**src/rtl/uart_cmd_parser.sv**
```systemverilog
// uart_cmd_parser: frames the UART receive byte stream into command packets
//   SYNC, CMD, LEN, payload[LEN], CHK
// Payload bytes stream out on a write port. Accepted frames pulse cmd_valid and
// rejected frames pulse err_valid. The checksum is the XOR of CMD, LEN and the
// payload bytes.
// Optional feature: define UART_CMD_PARSER_TIMEOUT_EN to abort a frame when the
// gap between bytes inside the frame reaches TIMEOUT_CYCLES clk_in cycles.
module uart_cmd_parser #(
  parameter logic [7:0]  SYNC_BYTE      = 8'hA5,
  parameter int          MAX_LEN        = 16,
  parameter int          ADDR_W         = 4,
  parameter logic [31:0] TIMEOUT_CYCLES = 32'd43400
) (
  input  logic              clk_in,
  input  logic              rst_in,
  input  logic [7:0]        uart_rx_data,
  input  logic              uart_rx_done,
  output logic              pl_wr_en,
  output logic [ADDR_W-1:0] pl_wr_addr,
  output logic [7:0]        pl_wr_data,
  output logic              cmd_valid,
  output logic [7:0]        cmd_code,
  output logic [7:0]        cmd_len,
  output logic              err_valid,
  output logic [1:0]        err_code,
  output logic              frame_busy
);

  localparam logic [2:0] S_IDLE = 3'd0;
  localparam logic [2:0] S_CMD  = 3'd1;
  localparam logic [2:0] S_LEN  = 3'd2;
  localparam logic [2:0] S_PAY  = 3'd3;
  localparam logic [2:0] S_CHK  = 3'd4;

  // One bit wider than the address so that MAX_LEN == 2**ADDR_W cannot wrap
  // before the last-byte compare.
  localparam int IW = ADDR_W + 1;

  logic [2:0]    state, state_d;
  logic [7:0]    csum, cmd_sh, len_sh;
  logic [IW-1:0] idx;
  logic          tmo_hit;
  logic          len_bad, len_zero, pay_last, chk_ok;

  assign len_bad  = 32'(uart_rx_data) > 32'(MAX_LEN);
  assign len_zero = uart_rx_data == 8'd0;
  assign pay_last = (32'(idx) + 32'd1) == 32'(len_sh);
  assign chk_ok   = uart_rx_data == csum;

`ifdef UART_CMD_PARSER_TIMEOUT_EN
  logic [31:0] tmo_cnt;

  // Inter-byte gap counter. It runs only inside a frame and restarts on every byte.
  always_ff @(posedge clk_in or posedge rst_in) begin
    if (rst_in)                              tmo_cnt <= 32'd0;
    else if (state == S_IDLE || uart_rx_done) tmo_cnt <= 32'd0;
    else                                     tmo_cnt <= tmo_cnt + 32'd1;
  end

  // Fires on the cycle the gap count would reach TIMEOUT_CYCLES. A byte arriving
  // on that same cycle takes priority over the timeout.
  assign tmo_hit = (state != S_IDLE) && !uart_rx_done &&
                   (tmo_cnt == TIMEOUT_CYCLES - 32'd1);
`else
  // The timeout is disabled, so this term never fires. The parameter stays in the
  // list so that both builds are drop-in compatible.
  assign tmo_hit = 1'b0 && (TIMEOUT_CYCLES != 32'd0);
`endif

  // Next-state decode. Bytes advance the frame. A timeout returns to IDLE.
  always_comb begin
    state_d = state;
    if (uart_rx_done) begin
      case (state)
        S_IDLE:  if (uart_rx_data == SYNC_BYTE) state_d = S_CMD;
        S_CMD:   state_d = S_LEN;
        S_LEN:   state_d = len_bad ? S_IDLE : (len_zero ? S_CHK : S_PAY);
        S_PAY:   if (pay_last) state_d = S_CHK;
        S_CHK:   state_d = S_IDLE;
        default: state_d = S_IDLE;
      endcase
    end else if (tmo_hit) begin
      state_d = S_IDLE;
    end
  end

  // Frame datapath and registered outputs. Strobes default low so that each
  // one lasts exactly one cycle.
  always_ff @(posedge clk_in or posedge rst_in) begin
    if (rst_in) begin
      state      <= S_IDLE;
      frame_busy <= 1'b0;
      csum       <= 8'd0;
      cmd_sh     <= 8'd0;
      len_sh     <= 8'd0;
      idx        <= '0;
      pl_wr_en   <= 1'b0;
      pl_wr_addr <= '0;
      pl_wr_data <= 8'd0;
      cmd_valid  <= 1'b0;
      cmd_code   <= 8'd0;
      cmd_len    <= 8'd0;
      err_valid  <= 1'b0;
      err_code   <= 2'd0;
    end else begin
      state      <= state_d;
      frame_busy <= state_d != S_IDLE;
      pl_wr_en   <= 1'b0;
      cmd_valid  <= 1'b0;
      err_valid  <= 1'b0;
      if (uart_rx_done) begin
        case (state)
          S_IDLE: if (uart_rx_data == SYNC_BYTE) csum <= 8'd0;
          S_CMD: begin
            cmd_sh <= uart_rx_data;
            csum   <= uart_rx_data;
          end
          S_LEN: begin
            if (len_bad) begin
              err_valid <= 1'b1;
              err_code  <= 2'd2;
            end else begin
              len_sh <= uart_rx_data;
              csum   <= csum ^ uart_rx_data;
              idx    <= '0;
            end
          end
          S_PAY: begin
            pl_wr_en   <= 1'b1;
            pl_wr_addr <= idx[ADDR_W-1:0];
            pl_wr_data <= uart_rx_data;
            csum       <= csum ^ uart_rx_data;
            idx        <= idx + 1'b1;
          end
          S_CHK: begin
            if (chk_ok) begin
              cmd_valid <= 1'b1;
              cmd_code  <= cmd_sh;
              cmd_len   <= len_sh;
            end else begin
              err_valid <= 1'b1;
              err_code  <= 2'd1;
            end
          end
          default: ;
        endcase
      end else if (tmo_hit) begin
        err_valid <= 1'b1;
        err_code  <= 2'd3;
      end
    end
  end

endmodule

```
**config.mk**
```make
export PLATFORM = sky130hd
export DESIGN_NAME = uart_cmd_parser
export DESIGN_NICKNAME = d
export VERILOG_FILES = /design/src/rtl/uart_cmd_parser.sv
export SDC_FILE = /design/constraint.sdc
export NUM_CORES = 1
export LEC_CHECK = 0
export CAP_MARGIN = 5
export CORE_MARGIN = 2
export CORE_UTILIZATION = 39
export CTS_CLUSTER_DIAMETER = 80
export CTS_CLUSTER_SIZE = 8
export DETAILED_ROUTE_END_ITERATION = 7
export MAX_ROUTING_LAYER = met4
export PLACE_DENSITY = 0.65
export SLEW_MARGIN = 0
export SYNTH_ARGS = -nofsm -noshare
export SYNTH_HDL_FRONTEND = slang
export SYNTH_SLANG_ARGS = --single-unit
export TNS_END_PERCENT = 20
```
**constraint.sdc**
```tcl
create_clock -name clk_in -period 2.1 [get_ports clk_in]
set_clock_uncertainty 0.05 [all_clocks]
set_input_delay 0.42 -clock clk_in [delete_from_list [all_inputs] [get_ports clk_in]]
set_output_delay 0.42 -clock clk_in [all_outputs]
set_load 0.02 [all_outputs]
```
==> After elaboration in Yosys (flattened, before gate mapping) <==
Index checks and enable logic that the tools add are counted.
{ "totals": {"ff_bits": 66, "inputBits": 11, "word_cells": 66, "out_inout_bits": 34} }
{ "op_classes": {"magnitude_cmp": 1, "bitwise": 2, "eq_ne": 11, "reduce_logical": 13, "n_mux": 23, "addsub": 2} }
{ "op_table": {"columns": ["operator", "n"], "rows": [
  ["$pmux 8 s4", 1],
  ["$mux 8", 2],
  ["$mux 3", 5],
  ["$pmux 3 s4", 1],
  ["$pmux 5 s2", 1],
  ["$reduce_and 3->1", 3],
  ["$eq 6x8->1", 1],
  ["$eq 8x8->1", 1],
  ["$eq 8x8->1 const B", 1],
  ["$gt 8x5->1 const B", 1],
  ["$logic_not 8->1", 1],
  ["$mux 1", 8],
  ["$ne 2x2->1 const B", 4],
  ["$reduce_and 4->1", 2],
  ["$xor 8x8->8", 1],
  ["$add 5x1->6 const B", 1],
  ["$eq 3x2->1 const B", 2],
  ["$add 5x1->5 const B", 1],
  ["$mux 5", 1],
  ["$mux 2", 2],
  ["$pmux 2 s2", 1],
  ["$reduce_and 2->1", 2],
  ["$reduce_bool 2->1", 2],
  ["$reduce_bool 4->1", 1],
  ["6 further kinds", 6]
]} }

==> Logic depth before layout (Yosys ltp) <==
Gate-level depths: netlist of the first run.
{ "logic_depth": {"ltp_word": 6, "ltp_mapped": 9, "depth_no_buf": 6} }

==> Worst setup path before layout of the first run <==
Ideal clock, no wire load.
{ "synth_path": {"path_type": "input to register", "from": "input port uart_rx_data[1]", "to": "register idx[1]", "cell_stages": 5, "setup_slack_ns": 0.219, "n_path_buf": 1, "arrival_time_ns": 1.706, "required_time_ns": 1.925, "setup_time_ns": 0.125, "path_cell_list": "buf_4 o41ai_4 a21boi_4 nor3_4 mux2_2"} }
{ "synth_via": {"elab_chain_len": 3} }
{ "synth_lines": {"columns": ["item", "line", "rtl"], "rows": [
  ["start: declaration", "16", "input logic [7:0] uart_rx_data,"],
  ["$gt 8x5->1", "45", "assign len_bad = 32'(uart_rx_data) > 32'(MAX_LEN);"],
  ["$ne 2x2->1 (no source line)", null, null],
  ["$reduce_and 3->1 (no source line)", null, null],
  ["end signal: assignment", "133", "idx <= idx + 1'b1;"],
  ["end: declaration", "41", "logic [IW-1:0] idx;"]
]} }
Every way passes these cells.
A chain may end at the register's enable or synchronous reset.

==> Worst setup path after layout of the first run <==
{ "layout_path": {"from": "register idx[0]", "to": "register frame_busy"} }
{ "layout_via": {"elab_chain_len": 6} }
{ "layout_lines": {"columns": ["item", "line", "rtl"], "rows": [
  ["$add 5x1->6", "47", "assign pay_last = (32'(idx) + 32'd1) == 32'(len_sh);"],
  ["$eq 6x8->1", "47", null],
  ["$mux 3", "78", "S_PAY: if (pay_last) state_d = S_CHK;"],
  ["$pmux 3 s4", "74", "case (state)"],
  ["$mux 3", "73", "if (uart_rx_done) begin"],
  ["$reduce_bool 3->1", "107", "frame_busy <= state_d != S_IDLE;"],
  ["end signal: assignment", "92", "frame_busy <= 1'b0;"],
  ["end signal: assignment", "107", null],
  ["end: declaration", "26", "output logic frame_busy"]
]} }
Every way passes these cells.

==> impl_metrics.csv, run 1 <==
group,metric,value,unit
floorplan,die_h,96.1,um
synth,ys_warn_count,0,
synth,synth-seq-area-share,0.500,
synth,ys_seq_elements,66,
floorplan,die_area,9230,sq um
synth,syn_area_per_cell,10.9,sq um
global_routing,antenna_found_initial,0,
floorplan,die_x,96.1,um
global_routing,overflow,0,
detailed_routing,viasPerCell,5.07,
synth,synth_compound_area_frac,0.131,
critical_path,startpoint_type,"flop",
detailed_routing,final_antenna_net_count,0,
clock_network,cts_buffers,9,
critical_path,cp.required,2.29,ns
sta,fin_crit_sh,0.933,
sta,fin_crit,1.96,ns
critical_path,end_kind,"flop",
synth,synth_cell_type_count,57,
sta,slew_headroom,0.683,
sta,rsz0062_at_grt,"false",
synth,synth_cells,304,
synth,async_flop_share,1.00,
cells_and_area,layout_common_cells,"66 x dfrtp_1, 53 x nand2_1, 42 x clkdlybuf4s50_1",
synth,synthAdderAreaFrac,0.00379,
synth,synth_xor_area_frac,0.0345,
clock_network,clk_pin_slew,0.07,ns
synth,synth_top_area_cell,"dfrtp_1",
place,placed_cell_area,4070,sq um
clock_network,htree_levels,3,
clock_network,clockBufferDepth,2,
detailed_routing,first_iter_violations,90,
critical_path,worst_ep_arrival_time,2.15,ns
detailed_routing,vias,2464,
sta,drv_slew,0,
run,maxCapViolations,0,
place,gp_congestion,0.864,
global_routing,grt_pass1_vias,2482,
power,leakage,2.05,nW
sta,setup_viol,0,
clock_network,cts.sinks,66,
sta,worst_pin_slew,0.473,ns
power,power_density,690,nW/um^2
sta,whs,0.426,ns
sta,clock.fmax,510,MHz
floorplan,rows,33,
place,portBuffers,44,
detailed_routing,routedWlPerCell,15.9,um
detailed_routing,drc,0,
power,power,2.95,mW
synth,yosys-top-cells-area,"dfrtp_1 50%, mux2_2 7.2%, nand2_1 6.0%, mux2_4 4.1%, xnor2_1 2.7%",
synth,synth_edf_count,0,
cells_and_area,utilization,0.520,
clock_network,cts-root-buf,"clkbuf_8",
place,hpwl,5550,um
clock_network,cts_setup_buffers,0,
sta,setup_tns,0,ns
cells_and_area,nNetsFinal,389,
synth,ys.flop_type,"dfrtp_1",
synth,synth_top_family_by_area,"simple AND/OR/NAND/NOR gates",
cells_and_area,finalInstanceArea,4270,sq um
sta,finalHoldViolations,0,
status,outcome,"complete, no violations",
floorplan,core-area,8220,sq um
synth,synth_top_area_share,0.500,
cells_and_area,drive_gt1_frac,0.257,
min_path,hp-class,"flop to flop",
synth,synth_simple_gate_area_frac,0.162,
power,vdd_drop_max,0.000496,V
critical_path,critPathKind,"flop to flop",
detailed_routing,totalWireLength,7720,um
global_routing,grt_pass1_wl,12900,um
synth,syn-num-nets,316,
floorplan,num_io_pins,45,
synth,synthMuxAreaShare,0.119,
detailed_routing,dr.pass1.iters,4,
cells_and_area,final_common_cell,"dfrtp_1",
critical_path,crit_path_max_fanout,4,
clock_network,cts_tree,"yes",
cells_and_area,n_antenna_cell,0,
cells_and_area,area_delta_synth_final,29.3,%
floorplan,initial_core_util,0.402,
global_routing,grt_max_degree,67,
synth,netlist_area,3300,sq um
clock_network,insertion_delay,0.35,ns
global_routing,grt_usage,0.194,
[cells in the mapped netlist (6+ instances only)]
| cell type | count |
|---|---|
| dfrtp_1 | 66 |
| buf_2 | 8 |
| xnor2_1 | 10 |
| inv_1 | 9 |
| a31oi_1 | 8 |
| nor2_1 | 15 |
| a21o_1 | 6 |
| nand2_1 | 53 |
| mux2_2 | 21 |
| mux2_4 | 9 |
| o21ai_1 | 8 |
| o21ai_0 | 10 |
[path summary, 6_finish.rpt]
check                      slack, ns          start  cells after the start       endpoint
max                             0.14         idx[0]                      6     frame_busy
min                             0.43  pl_wr_addr[1]                      2  pl_wr_addr[1]
max reg2reg                     0.14         idx[0]                      6     frame_busy
min reg2reg                     0.43  pl_wr_addr[1]                      2  pl_wr_addr[1]
max in group asynchronous       1.23         rst_in                      3       state[1]
min in group asynchronous       0.44         rst_in                      3  pl_wr_addr[1]
[kinds of logic after synthesis]
group | after synthesis
mux | 32
buf+inv | 29
simple gates | 105
xor+xnor | 13
fa+ha+maj | 1
compound gates | 58
flops | 66
[cell type report]
type | count | area [sq um]
Inverter | 10 | 41.3
Tap cell | 105 | 131
Timing Repair Buffer | 81 | 757
Clock buffer | 10 | 128
Sequential cell | 66 | 1650
Fill cell | 761 | 3940
Clock inverter | 5 | 80.1
Multi-Input combinational cell | 209 | 1490
[state kept, by name, summed over array words and instances (netlist names)]
name,flops
state,3
cmd_sh,8
err_code,2
cmd_code,8
pl_wr_en,1
err_valid,1
len_sh,8
idx,5
cmd_len,8
csum,8
cmd_valid,1
frame_busy,1
pl_wr_data,8
pl_wr_addr,4
[layer usage]
metal  vias up  track usage  wire (um)
met4         0       0.0988        250
li1       1195            -          -
met1      1204        0.242       3470
met5         -            -          0
met2        45        0.304       3750
met3        20       0.0329        242
[power by group]
part	leakage (nW)	internal (mW)	switching, mW
logic	1.07	0.177	0.178
clock network	0.0984	0.660	0.490
registers	0.877	1.36	0.0883
total	2.05	2.19	0.755
[through the flow]
step | setup slack [ns] | std cells
after floorplan | 0.219 | 304
after global placement | -0.373 | 471
after detailed placement | -0.384 | 471
after CTS | 0.00570 | 486
after global routing | 0.0108 | 486
final | 0.140 | 486
[critical path, cell delays in order (launching register included)]
cell	delay [ns]
dfrtp_1	0.38
ha_1	0.25
o21ba_2	0.23
a221oi_1	0.30
o211ai_1	0.15
a211o_1	0.32
a21o_1	0.17
[timing repair]
item / in CTS / in global routing
hold endpoints to repair: 0 / 0
resized for setup: 1 / 1
hold buffers: 0 / 0
pin swaps: 0 / 1
endpoints found under the setup margin: 6 / 18
(Power assumes the default switching activity.)
==> inputs of run 2 (changes only) <==
PLACE_DENSITY = not set   (was 0.65)
clock period = 1.61 ns   (was 2.1 ns; I/O delays follow)
==> impl_metrics.csv, run 2 (synthesis gave the netlist of run 1 again) <==
group,metric,value,unit
cells_and_area,nNetsFinal,425,
cells_and_area,n_antenna_cell,0,
critical_path,critPathKind,"flop to flop",
place,portBuffers,44,
sta,fin_crit,1.83,ns
status,outcome,"finished, violations left",
sta,clock.fmax,547,MHz
global_routing,grt_pass1_vias,2675,
min_path,hp-class,"input pin to flop",
floorplan,rows,33,
clock_network,cts_tree,"yes",
global_routing,grt_usage,0.202,
power,p_sw,1.06,mW
sta,drv_slew,0,
critical_path,crit_path_max_fanout,3,
floorplan,initial_core_util,0.402,
place,hpwl,5750,um
detailed_routing,routedWlPerCell,16.0,um
clock_network,clockBufferDepth,2,
cells_and_area,final_common_cell,"dfrtp_1",
sta,slew_headroom,0.764,
detailed_routing,totalWireLength,8350,um
clock_network,htree_levels,3,
run,maxCapViolations,0,
detailed_routing,viasPerCell,5.12,
floorplan,die_x,96.1,um
critical_path,cp.required,1.79,ns
critical_path,startpoint_type,"flop",
cells_and_area,layout_common_cells,"65 x dfrtp_1, 64 x buf_4, 53 x nand2_1",
global_routing,grt_max_degree,67,
cells_and_area,utilization,0.565,
status,violations,"negative setup slack",
sta,finalHoldViolations,0,
power,leakage,2.40,nW
clock_network,cts.sinks,66,
detailed_routing,dr.pass1.iters,4,
cells_and_area,drive_gt1_frac,0.368,
place,gp_congestion,0.885,
sta,whs,0.253,ns
power,vdd_drop_max,0.000598,V
sta,fin_crit_sh,1.14,
clock_network,clk_pin_slew,0.07,ns
global_routing,grt_pass1_wl,13600,um
power,power,4.14,mW
floorplan,die_h,96.1,um
detailed_routing,drc,0,
sta,worst_pin_slew,0.354,ns
global_routing,overflow,0,
power,p_int,3.08,mW
floorplan,die_area,9230,sq um
power,pwr-share-clk,0.392,
clock_network,hold_buffers,0,
power,p_sw_frac,0.256,
sta,setup_viol,22,
detailed_routing,final_antenna_net_count,0,
clock_network,cts_buffers,9,
floorplan,num_io_pins,45,
detailed_routing,vias,2679,
power,power_density,892,nW/um^2
clock_network,cts-root-buf,"clkbuf_8",
sta,finalWorstSetupSlack,-0.219,ns
power,power_frac_comb,0.161,
global_routing,antenna_found_initial,0,
cells_and_area,area_delta_synth_final,40.5,%
power,p_seq_frac,0.448,
place,dpl.cell_count,495,
critical_path,worst_ep_arrival_time,2.01,ns
floorplan,core-area,8220,sq um
sta,rsz0062_at_grt,"true",
critical_path,end_kind,"flop",
detailed_routing,first_iter_violations,118,
clock_network,insertion_delay,0.35,ns
cells_and_area,fin_cells,523,
[run 2: layout make-up]
cell class              instances  area [sq um]
clock buffers                  11           151
clock inverters                 5          85.1
fillers                       743          3570
inverters                      10          43.8
multi-input cells             209          1580
flip-flops and latches         66          1650
well taps                     105           131
repair buffers                117          1000
[run 2: power groups by stage]
stage                     registers, mW  logic, mW  clock network (mW)
after floorplan                    1.89      0.291                   0
after global placement             1.88      0.583                   0
after detailed placement           1.89      0.596                   0
after CTS                          1.85      0.641                1.68
after global routing               1.87      0.718                1.75
final                              1.85      0.665                1.62
[run 2: metrics by stage]
step | instance area (sq um) | setup TNS (ns) | worst slack (ns)
6_report | 4640 | -1.61 | -0.219
5_1_grt | 4640 | -3.62 | -0.290
4_1_cts | 4570 | -2.29 | -0.208
3_5_place_dp | 4250 | -32.33 | -0.774
3_3_place_gp | 4250 | -30.73 | -0.771
2_1_floorplan | 3310 | -4.78 | -0.262
[run 2: routing by layer]
layer,part of all wire,global-route usage,up-vias
li1,-,-,1273
met2,0.51,0.322,62
met5,0,-,-
met4,0.021,0.0750,0
met1,0.43,0.254,1324
met3,0.032,0.0431,20
[run 2: final timing paths]
kind / startpoint / end / slack, ns / cells past startpoint
hold / removal: uart_rx_data[5] / cmd_sh[5] / 0.25 / 2
hold reg to reg: pl_wr_addr[1] / pl_wr_addr[1] / 0.42 / 2
min in group asynchronous: rst_in / pl_wr_addr[1] / 0.37 / 3
setup / recovery: idx[0] / frame_busy / -0.22 / 6
setup reg to reg: idx[0] / frame_busy / -0.22 / 6
max in group asynchronous: rst_in / state[2] / 0.86 / 3
[run 2: worst max-delay path, stage by stage (launching register included)]
cell,delay (ns)
dfrtp_1,0.43
ha_4,0.19
o21ba_2,0.22
a221oi_2,0.25
o211ai_1,0.14
a211o_1,0.27
a21o_1,0.17
[run 2: repair_timing]
item | CTS | global route
gates cloned | 0 | 0
setup buffers | 11 | 1
endpoints found under the setup margin | 78 | 56
gates resized for setup | 61 | 16
pin swaps | 18 | 11
==> inputs of run 3 (changes only) <==
CORE_UTILIZATION = 49   (was 39)
MAX_ROUTING_LAYER = not set   (was met4)
PLACE_DENSITY = 0.75   (was not set)
==> impl_metrics.csv, run 3 (synthesis gave the netlist of run 1 again) <==
group,metric,value,unit
status,outcome,"finished, violations left",
status,violations,"negative setup slack",
sta,finalWorstSetupSlack,-0.231,ns
global_routing,overflow,0,
cells_and_area,layout_common_cells,"65 x dfrtp_1, 57 x buf_4, 52 x nand2_1",
power,pwr-share-clk,0.356,
critical_path,r2r_start,"idx[0]",
clock_network,hold_buffers,0,
critical_path,path_buf_inv,1,
detailed_routing,viasPerCell,5.64,
cells_and_area,drive_gt1_frac,0.366,
detailed_routing,totalWireLength,8630,um
critical_path,cp-startpoint,"idx[0]",
sta,slew_headroom,0.767,
critical_path,cp.required,1.80,ns
clock_network,insertion_delay,0.34,ns
clock_network,htree_levels,3,
clock_network,clk_pin_slew,0.07,ns
critical_path,end_kind,"flop",
critical_path,startpoint_type,"flop",
cells_and_area,utilization,0.716,
min_path,min_from,"uart_rx_data[2]",
power,power_frac_comb,0.175,
power,p_sw_frac,0.282,
sta,setup_viol,20,
floorplan,core-area,6420,sq um
clock_network,cts_buffers,9,
critical_path,worst_ep_arrival_time,2.03,ns
floorplan,die_x,86.1,um
place,hpwl,6090,um
cells_and_area,n_fill_cell,490,
min_path,hp-class,"input pin to flop",
power,p_sw,1.12,mW
floorplan,die_area,7420,sq um
global_routing,grt_usage,0.244,
power,p_seq_frac,0.469,
detailed_routing,first_iter_violations,209,
critical_path,crit_path_max_fanout,4,
detailed_routing,final_antenna_net_count,0,
critical_path,crit_family,"compound AO/OA/AOI/OAI gates",
cells_and_area,fin_cells,492,
sta,finalHoldViolations,0,
detailed_routing,routedWlPerCell,17.5,um
clock_network,clockBufferDepth,2,
cells_and_area,n_antenna_cell,0,
place,portBuffers,44,
critical_path,crit_chain,"ha_4 -> buf_6 -> nand3b_1 -> a221oi_2 -> o211ai_1 -> a211o_1 -> a21o_1",
detailed_routing,drc,0,
global_routing,antenna_found_initial,0,
cells_and_area,nNetsFinal,422,
power,p_int,2.85,mW
sta,worst_pin_slew,0.349,ns
clock_network,cts.sinks,66,
floorplan,num_io_pins,45,
sta,rsz0062_at_grt,"true",
floorplan,die_h,86.1,um
power,leakage,2.38,nW
sta,fin_crit_sh,1.14,
power,power_density,861,nW/um^2
global_routing,grt_max_degree,29,
cells_and_area,area_delta_synth_final,39.2,%
sta,clock.fmax,543,MHz
critical_path,critPathKind,"flop to flop",
power,vdd_drop_max,0.000660,V
cells_and_area,final_common_cell,"dfrtp_1",
floorplan,initial_core_util,0.515,
place,dpl.cell_count,466,
place,pre_cts_slack,-0.689,ns
clock_network,cts_tree,"yes",
floorplan,rows,29,
detailed_routing,dr.pass1.iters,5,
place,gp_congestion,0.967,
run,maxCapViolations,0,
global_routing,grt_pass1_wl,13900,um
critical_path,slowest_delay,0.41,ns
global_routing,grt_pass1_vias,2832,
sta,drv_slew,0,
sta,fin_crit,1.84,ns
critical_path,cpMaxStageDelayCell,"dfrtp_1",
clock_network,cts-root-buf,"clkbuf_8",
detailed_routing,vias,2773,
[run 3: metrics by stage]
step	instance area, sq um	total power [mW]	hold slack [ns]	TNS (ns)
final	4600	3.96	0.236	-2.02
after floorplan	3310	2.18	0.377	-4.78
after global routing	4600	4.13	0.239	-3.41
after detailed placement	4230	2.51	0.418	-31.35
after global placement	4230	2.49	0.411	-30.76
after CTS	4550	3.94	0.228	-1.37
[run 3: final cells by class]
class / instances / area [sq um] / area share
Sequential cell: 66 / 1650 / 0.359
Multi-Input combinational cell: 209 / 1600 / 0.348
Timing Repair Buffer: 114 / 1000 / 0.218
Clock buffer: 9 / 124 / 0.0269
Tap cell: 77 / 96.3 / 0.0209
Clock inverter: 7 / 76.3 / 0.0166
Inverter: 10 / 43.8 / 0.00952
[run 3: layer usage]
metal,wire length (um),up-vias,part of all wire,global-route usage
li1,-,1273,-,-
met1,3500,1371,0.41,0.311
met2,4430,104,0.51,0.400
met3,442,25,0.051,0.0423
met4,252,0,0.029,0.124
met5,0,-,0,0
[run 3: final timing paths]
path,slack [ns],depth (start not counted),to
max,-0.23,7,frame_busy
min,0.24,2,len_sh[2]
max reg2reg,-0.23,7,frame_busy
min reg2reg,0.43,2,pl_wr_addr[0]
max in group asynchronous,0.80,3,state[2]
min in group asynchronous,0.26,2,cmd_len[0]
[run 3: power groups by stage]
| stage | sequential (mW) | clock (mW) | combinational (mW) |
|---|---|---|---|
| 2_1_floorplan | 1.89 | 0 | 0.291 |
| 3_3_place_gp | 1.87 | 0 | 0.616 |
| 6_report | 1.86 | 1.41 | 0.695 |
| 4_1_cts | 1.85 | 1.43 | 0.659 |
| 3_5_place_dp | 1.88 | 0 | 0.627 |
| 5_1_grt | 1.87 | 1.51 | 0.745 |
[run 3: what timing repair did]
item | 4_1_cts | 5_1_grt
pin swaps | 10 | 14
setup endpoints to repair | 78 | 59
setup buffers | 9 | 1
gates resized for setup | 70 | 12
